File: src/rtl/jtpopeye_obj_pkg.sv
// Shared definitions for the ping-pong object line buffer: scan FSM states,
// width helpers and the field layout of a stored entry.
package jtpopeye_obj_pkg;

    typedef enum logic [1:0] {
        IDLE = 2'd0,
        SCAN = 2'd1,
        FULL = 2'd2,
        DONE = 2'd3
    } obj_state_t;

    function automatic int addr_w(input int slots);
        return $clog2(slots);
    endfunction

    function automatic int sub_w(input int obj_h);
        return $clog2(obj_h);
    endfunction

    // Entry layout: {payload, sub-row}; sub-row occupies the low bits.
    localparam int ENTRY_SUB_LSB = 0;

    function automatic int entry_data_lsb(input int obj_h);
        return sub_w(obj_h);
    endfunction

endpackage

File: src/rtl/jtpopeye_objlist_bank.sv
// One line-buffer bank: 1R/1W synchronous RAM with registered read, both
// ports qualified by the pixel clock enable.
module jtpopeye_objlist_bank #(
    parameter  int DEPTH = 64,
    parameter  int WIDTH = 24,
    localparam int AW    = $clog2(DEPTH)
) (
    input  logic             clk,
    input  logic             pxl_cen,
    input  logic             we,
    input  logic [AW-1:0]    wr_addr,
    input  logic [WIDTH-1:0] wr_data,
    input  logic             re,
    input  logic [AW-1:0]    rd_addr,
    output logic [WIDTH-1:0] rd_q
);

    logic [WIDTH-1:0] mem [DEPTH];

    always_ff @(posedge clk) begin
        if (pxl_cen && we) begin
            mem[wr_addr] <= wr_data;
        end
        if (pxl_cen && re) begin
            rd_q <= mem[rd_addr];
        end
    end

endmodule

File: src/rtl/jtpopeye_objlist.sv
// Ping-pong object line buffer: collects the in-range objects for the next
// line into one bank while the renderer reads the previous line's bank.
module jtpopeye_objlist
    import jtpopeye_obj_pkg::*;
#(
    parameter  int VW    = 8,
    parameter  int DW    = 20,
    parameter  int SLOTS = 64,
    parameter  int OBJ_H = 16,
    localparam int AW    = addr_w(SLOTS),
    localparam int SW    = sub_w(OBJ_H),
    localparam int EW    = DW + SW
) (
    input  logic          clk,
    input  logic          rst_n,
    input  logic          pxl_cen,
    input  logic          line_start,
    input  logic [VW-1:0] vpos,
    input  logic          obj_valid,
    output logic          obj_ready,
    input  logic [VW-1:0] obj_y,
    input  logic          obj_vflip,
    input  logic [DW-1:0] obj_data,
    input  logic          obj_last,
    input  logic          rd_en,
    input  logic [AW-1:0] rd_addr,
    output logic          rd_valid,
    output logic          rd_hit,
    output logic [EW-1:0] rd_data,
    output logic [AW:0]   rd_count,
    output logic          overflow,
    output logic          busy
);

    localparam int          DATA_LSB = entry_data_lsb(OBJ_H);
    localparam logic [AW:0] SLOTS_C  = (AW+1)'(SLOTS);
    localparam logic [AW:0] CNT_ONE  = (AW+1)'(1);

    obj_state_t  state_reg, state_next;
    logic        bank_sel_reg, bank_sel_next;
    logic [AW:0] wr_count_reg, wr_count_next;
    logic [AW:0] rd_count_reg, rd_count_next;
    logic        ovf_pending_reg, ovf_pending_next;
    logic        overflow_reg, overflow_next;
    logic        rd_valid_reg, rd_valid_next;
    logic        rd_hit_reg, rd_hit_next;
    logic        rd_bank_reg, rd_bank_next;

    logic [VW-1:0] row;
    logic [SW-1:0] sub;
    logic          obj_hit;
    logic          accept;
    logic          wr_en;
    logic [EW-1:0] wr_data;
    logic [EW-1:0] bank_q [2];

    // Row inside the object; modular subtraction handles objects straddling Y=0.
    assign row     = vpos - obj_y;
    assign obj_hit = ~|row[VW-1:SW];
    assign sub     = row[SW-1:0] ^ {SW{obj_vflip}};

    always_comb begin
        wr_data = '0;
        wr_data[DATA_LSB +: DW]      = obj_data;
        wr_data[ENTRY_SUB_LSB +: SW] = sub;
    end

    assign busy      = (state_reg == SCAN) || (state_reg == FULL);
    assign obj_ready = pxl_cen && busy && !line_start;
    assign accept    = obj_ready && obj_valid;

    always_comb begin
        state_next       = state_reg;
        bank_sel_next    = bank_sel_reg;
        wr_count_next    = wr_count_reg;
        rd_count_next    = rd_count_reg;
        ovf_pending_next = ovf_pending_reg;
        overflow_next    = overflow_reg;
        rd_valid_next    = rd_valid_reg;
        rd_hit_next      = rd_hit_reg;
        rd_bank_next     = rd_bank_reg;
        wr_en            = 1'b0;
        if (pxl_cen) begin
            if (line_start) begin
                bank_sel_next    = ~bank_sel_reg;
                rd_count_next    = wr_count_reg;
                overflow_next    = ovf_pending_reg;
                wr_count_next    = '0;
                ovf_pending_next = 1'b0;
                state_next       = SCAN;
            end else if (accept) begin
                if (obj_hit) begin
                    if (wr_count_reg < SLOTS_C) begin
                        wr_en         = 1'b1;
                        wr_count_next = wr_count_reg + CNT_ONE;
                    end else begin
                        ovf_pending_next = 1'b1;
                        state_next       = FULL;
                    end
                end
                if (obj_last) begin
                    state_next = DONE;
                end
            end
            // Read side sees the pre-swap bank and count in a line_start cen.
            rd_valid_next = rd_en;
            rd_hit_next   = rd_en && ({1'b0, rd_addr} < rd_count_reg);
            if (rd_en) begin
                rd_bank_next = ~bank_sel_reg;
            end
        end
    end

    always_ff @(posedge clk or negedge rst_n) begin
        if (!rst_n) begin
            state_reg       <= IDLE;
            bank_sel_reg    <= 1'b0;
            wr_count_reg    <= '0;
            rd_count_reg    <= '0;
            ovf_pending_reg <= 1'b0;
            overflow_reg    <= 1'b0;
            rd_valid_reg    <= 1'b0;
            rd_hit_reg      <= 1'b0;
            rd_bank_reg     <= 1'b0;
        end else begin
            state_reg       <= state_next;
            bank_sel_reg    <= bank_sel_next;
            wr_count_reg    <= wr_count_next;
            rd_count_reg    <= rd_count_next;
            ovf_pending_reg <= ovf_pending_next;
            overflow_reg    <= overflow_next;
            rd_valid_reg    <= rd_valid_next;
            rd_hit_reg      <= rd_hit_next;
            rd_bank_reg     <= rd_bank_next;
        end
    end

    // Bank gi is written while selected and read while the other one is.
    for (genvar gi = 0; gi < 2; gi++) begin : g_bank
        localparam logic BANK_ID = 1'(gi);
        jtpopeye_objlist_bank #(
            .DEPTH (SLOTS),
            .WIDTH (EW)
        ) u_bank (
            .clk     (clk),
            .pxl_cen (pxl_cen),
            .we      (wr_en && (bank_sel_reg == BANK_ID)),
            .wr_addr (wr_count_reg[AW-1:0]),
            .wr_data (wr_data),
            .re      (rd_en && (bank_sel_reg != BANK_ID)),
            .rd_addr (rd_addr),
            .rd_q    (bank_q[gi])
        );
    end

    // RAM output is undefined after reset, so it only shows while rd_valid.
    assign rd_data  = rd_valid_reg ? bank_q[rd_bank_reg] : '0;
    assign rd_valid = rd_valid_reg;
    assign rd_hit   = rd_hit_reg;
    assign rd_count = rd_count_reg;
    assign overflow = overflow_reg;

endmodule

File: config.mk
export PLATFORM = sky130hd
export DESIGN_NAME = jtpopeye_objlist
export DESIGN_NICKNAME = d
export VERILOG_FILES = /design/src/rtl/jtpopeye_obj_pkg.sv /design/src/rtl/jtpopeye_objlist_bank.sv /design/src/rtl/jtpopeye_objlist.sv
export SDC_FILE = /design/constraint.sdc
export NUM_CORES = 2
export LEC_CHECK = 0
export CAP_MARGIN = 30
export CORE_MARGIN = 10
export CORE_UTILIZATION = 50
export DETAILED_ROUTE_END_ITERATION = 16
export PLACE_DENSITY = 0.75
export RECOVER_POWER = 100
export REMOVE_ABC_BUFFERS = 1
export SLEW_MARGIN = 10
export SYNTH_ARGS = -nofsm -noshare
export SYNTH_HDL_FRONTEND = slang
export SYNTH_HIERARCHICAL = 1
export SYNTH_SLANG_ARGS = --single-unit
File: constraint.sdc
create_clock -name clk -period 5.3 [get_ports clk]
set_input_delay 1.59 -clock clk [delete_from_list [all_inputs] [get_ports clk]]
set_output_delay 1.59 -clock clk [all_outputs]
set_load 0.03 [all_outputs]
==> metrics.md <==
| Metric | Value |
|---|---|
| Num rows | 180 |
| Ratio of total power to cell area | 380 nW/um^2 |
| Layout overhead on the synthesized area | 14.9% |
| Number of buffers and inverters on the critical path | 2 |
| Category of the critical setup timing path | primary input to flop |
| Library cell used as clock root buffer | clkbuf_16 |
| Cell Area, Synth | 120,000 sq um |
| Highest clock rate | 197 MHz |
| Netlist cell types | 60 |
| Pre-antenna DRT Iters | 7 |
| Placeable core area | 240,000 sq um |
| Total vias in the final route | 60,500 |
| Critical path cell sequence | clkbuf_1 -> dlymetal6s4s_1 |
| Via density | 6.57 |
| Post-CTS Resized | 0 |
| Count of mapped cells out of synthesis | 5,242 |
| Final cycle utilization of the critical path | 95.7% |
| Number of sinks handled by clock tree synthesis | 3,142 |
| First-pass GRT wire length | 462,000 um |
| CP startpoint kind | primary input |
| CP required | 5670 ps |
| Number of remaining DRC errors | 0 |
| Largest stage delay on the critical path | 2000 ps |
| Final Hold Viols | 0 |
| Antenna violations before repair | 23 |
| Number of buffers inserted by post-CTS setup repair | 0 |
| Yosys Warn Count | 6 |
| H-Tree Level Count | 5 |
| Violated checks | capacitance limit, slew limit |
| Starting density of the core | 50.1% |
| Worst ir drop on vdd | 0.353 mV |
| Setup repair after global routing missed its margin | no |
| Number of violations reported at the end of detailed-routing iteration 0 | 10,600 |
| Largest Register | g_bank.u_bank/mem |
| PortBufs | 85 |
| Hold buffer count at CTS | 0 |
| TritonCTS clock tree | done |
| Maximum number of pins on one net before global-route repair | 129 |
| P_leak | 43.1 nW |
| Worst-case setup margin in the final layout | 227 ps |
| Leftover overflow at the end of global routing | 0 |
| Max-Slew Margin vs Limit | -190% |
| Async set-reset flop share out of synthesis | 0.700% |
| Overall die width | 511 um |
| Final WL | 326,000 um |
| Post-route total power | 52.6 mW |
| Post-Route Skew | 34.8 ps |
| Die Y | 511 um |
| Hold Crit Class | flop to flop |
| Crit path arrival time | 5440 ps |
| Number of enable-type register cells in the synthesized netlist | 3,120 |
| Number of synthesized register bits | 3,142 |
| Leading registers by flop count | g_bank.u_bank/mem x3072, g_bank.u_bank/rd_q x48 |
| Capturing element type of the critical path | flop |
| Final count of pins violating max slew | 1,969 |
| Layout Nets | 5,843 |
| Outcome | finished, violations left |
| CTS clk-pin slew, worst paths | 60 ps |
| Dpl ws | -143 ps |
| Max FFs per register | 3,072 |
| Most common cell after layout, fill and taps aside | edfxtp_1 |
| Estimated wirelength of the detail-placed design | 194,000 um |
| Global placement routability congestion | 0.959 |
| Mean area per synthesized cell | 22.9 sq um |
| TritonCTS buffer count | 317 |
| Min Clock Period, post-route | 5070 ps |
| Maximum capacitance violations | 36 |
| Routed length per instance | 35.4 um |
| I/O pin cnt | 86 |
| Clock buffer depth | 4 |
| Via count of the first global-routing pass | 60,600 |
| Most frequent cells in the layout | edfxtp_1, mux4_2, clkbuf_16 |
| Count of antenna-violating nets left after detailed routing | 0 |
| Critical-path maximum fanout | 48 |
| Worst skew pair latency | 950 ps |
| Die ar. | 261,000 sq um |
| CP max-delay cell | dlymetal6s4s_1 |
| Fraction of final layout cells sized beyond drive strength 1 | 28.5% |
| Top Family by Delay on Critical Path | buffers and inverters |
| Setup violators final | 0 |
| Total track usage | 24.8% |
| Post-synthesis sequential area ratio | 78.3% |
| Flop-to-flop setup slack | 1770 ps |
| Dominant synthesized flop cell | edfxtp_1 |
| Worst Tran Pin Value | 4350 ps |
report_power, final:
group | total [mW] | switching, mW | internal [mW]
clock network | 21.5 | 9.13 | 12.4
logic | 3.29 | 2.25 | 1.03
registers | 27.8 | 0.0885 | 27.7
total | 52.6 | 11.5 | 41.1
kinds of logic (layout without fill, tap and decap cells):
| family | Yosys count | after routing | synth area share (%) |
|---|---|---|---|
| fa+ha+maj | 15 | 15 | 0.162 |
| buf+inv | 310 | 1077 | 1.36 |
| simple gates | 460 | 460 | 1.67 |
| xor+xnor | 9 | 9 | 0.0655 |
| mux | 910 | 910 | 16.2 |
| flops | 3142 | 3142 | 78.3 |
| compound gates | 396 | 396 | 2.18 |
| other cells | 0 | 9 | 0 |
metrics by stage:
stage	hold slack [ps]	instances	utilization [%]	cell area (sq um)	setup TNS [ps]
finish	515	9203	57.6	138000	0
floorplan	493	4952	-	119000	-766800
CTS	533	9190	57.9	139000	0
detailed placement	518	8640	53.8	129000	-36950
global placement	496	8635	53.8	129000	-55250
global route	550	9199	57.6	138000	0
layer usage:
metal | global-route usage, % | vias up | share of wire [%]
li1 | - | 23400 | -
met1 | 32.9 | 31500 | 33
met2 | 39.4 | 4734 | 48
met3 | 5.56 | 830 | 13
met4 | 12.0 | 4 | 6.2
met5 | 0 | - | 0.0077
worst paths after layout:
path	endpoint	cells after the start	from
setup reg to reg	g_bank[0].u_bank/mem[30][18]$_DFFE_PP_	11	state_reg[1]$_DFFE_PN0P_
setup / recovery	g_bank[0].u_bank/mem[19][17]$_DFFE_PP_	2	obj_data[13]
hold reg to reg	overflow$_DFFE_PN0P_	1	overflow$_DFFE_PN0P_
max in group asynchronous	wr_count_reg[4]$_DFFE_PN0P_	2	rst_n
hold / removal	overflow$_DFFE_PN0P_	1	overflow$_DFFE_PN0P_
min in group asynchronous	overflow$_DFFE_PN0P_	1	rst_n
cells in the mapped netlist, types with 12 or more instances:
master / instances / area share [%]
nor2_1: 315 / 0.98
mux2i_1: 40 / 0.33
nor2b_1: 16 / 0.083
dfrtp_1: 22 / 0.46
nand3_1: 25 / 0.10
buf_4: 50 / 0.31
o21ai_1: 13 / 0.054
buf_1: 28 / 0.087
a2111oi_0: 34 / 0.25
o21ai_0: 81 / 0.34
buf_2: 69 / 0.29
buf_6: 27 / 0.25
o31ai_1: 47 / 0.29
a211oi_1: 12 / 0.075
nand2b_1: 14 / 0.073
mux2_2: 43 / 0.40
clkbuf_1: 116 / 0.36
nand2_1: 30 / 0.094
ha_1: 14 / 0.15
o22ai_1: 160 / 0.83
edfxtp_1: 3120 / 78
mux4_2: 826 / 15
inv_1: 20 / 0.062
o221ai_1: 14 / 0.10
cell type report:
type	instances	area [sq um]
inverters	20	75.1
fillers	16500	102000
repair buffers	507	5650
clock inverters	172	1580
multi-input cells	1790	24400
flip-flops and latches	3142	94200
clock buffers	378	8250
diodes	9	22.5
well taps	3185	3990
Note: power is estimated with default switching activity, not from simulation.
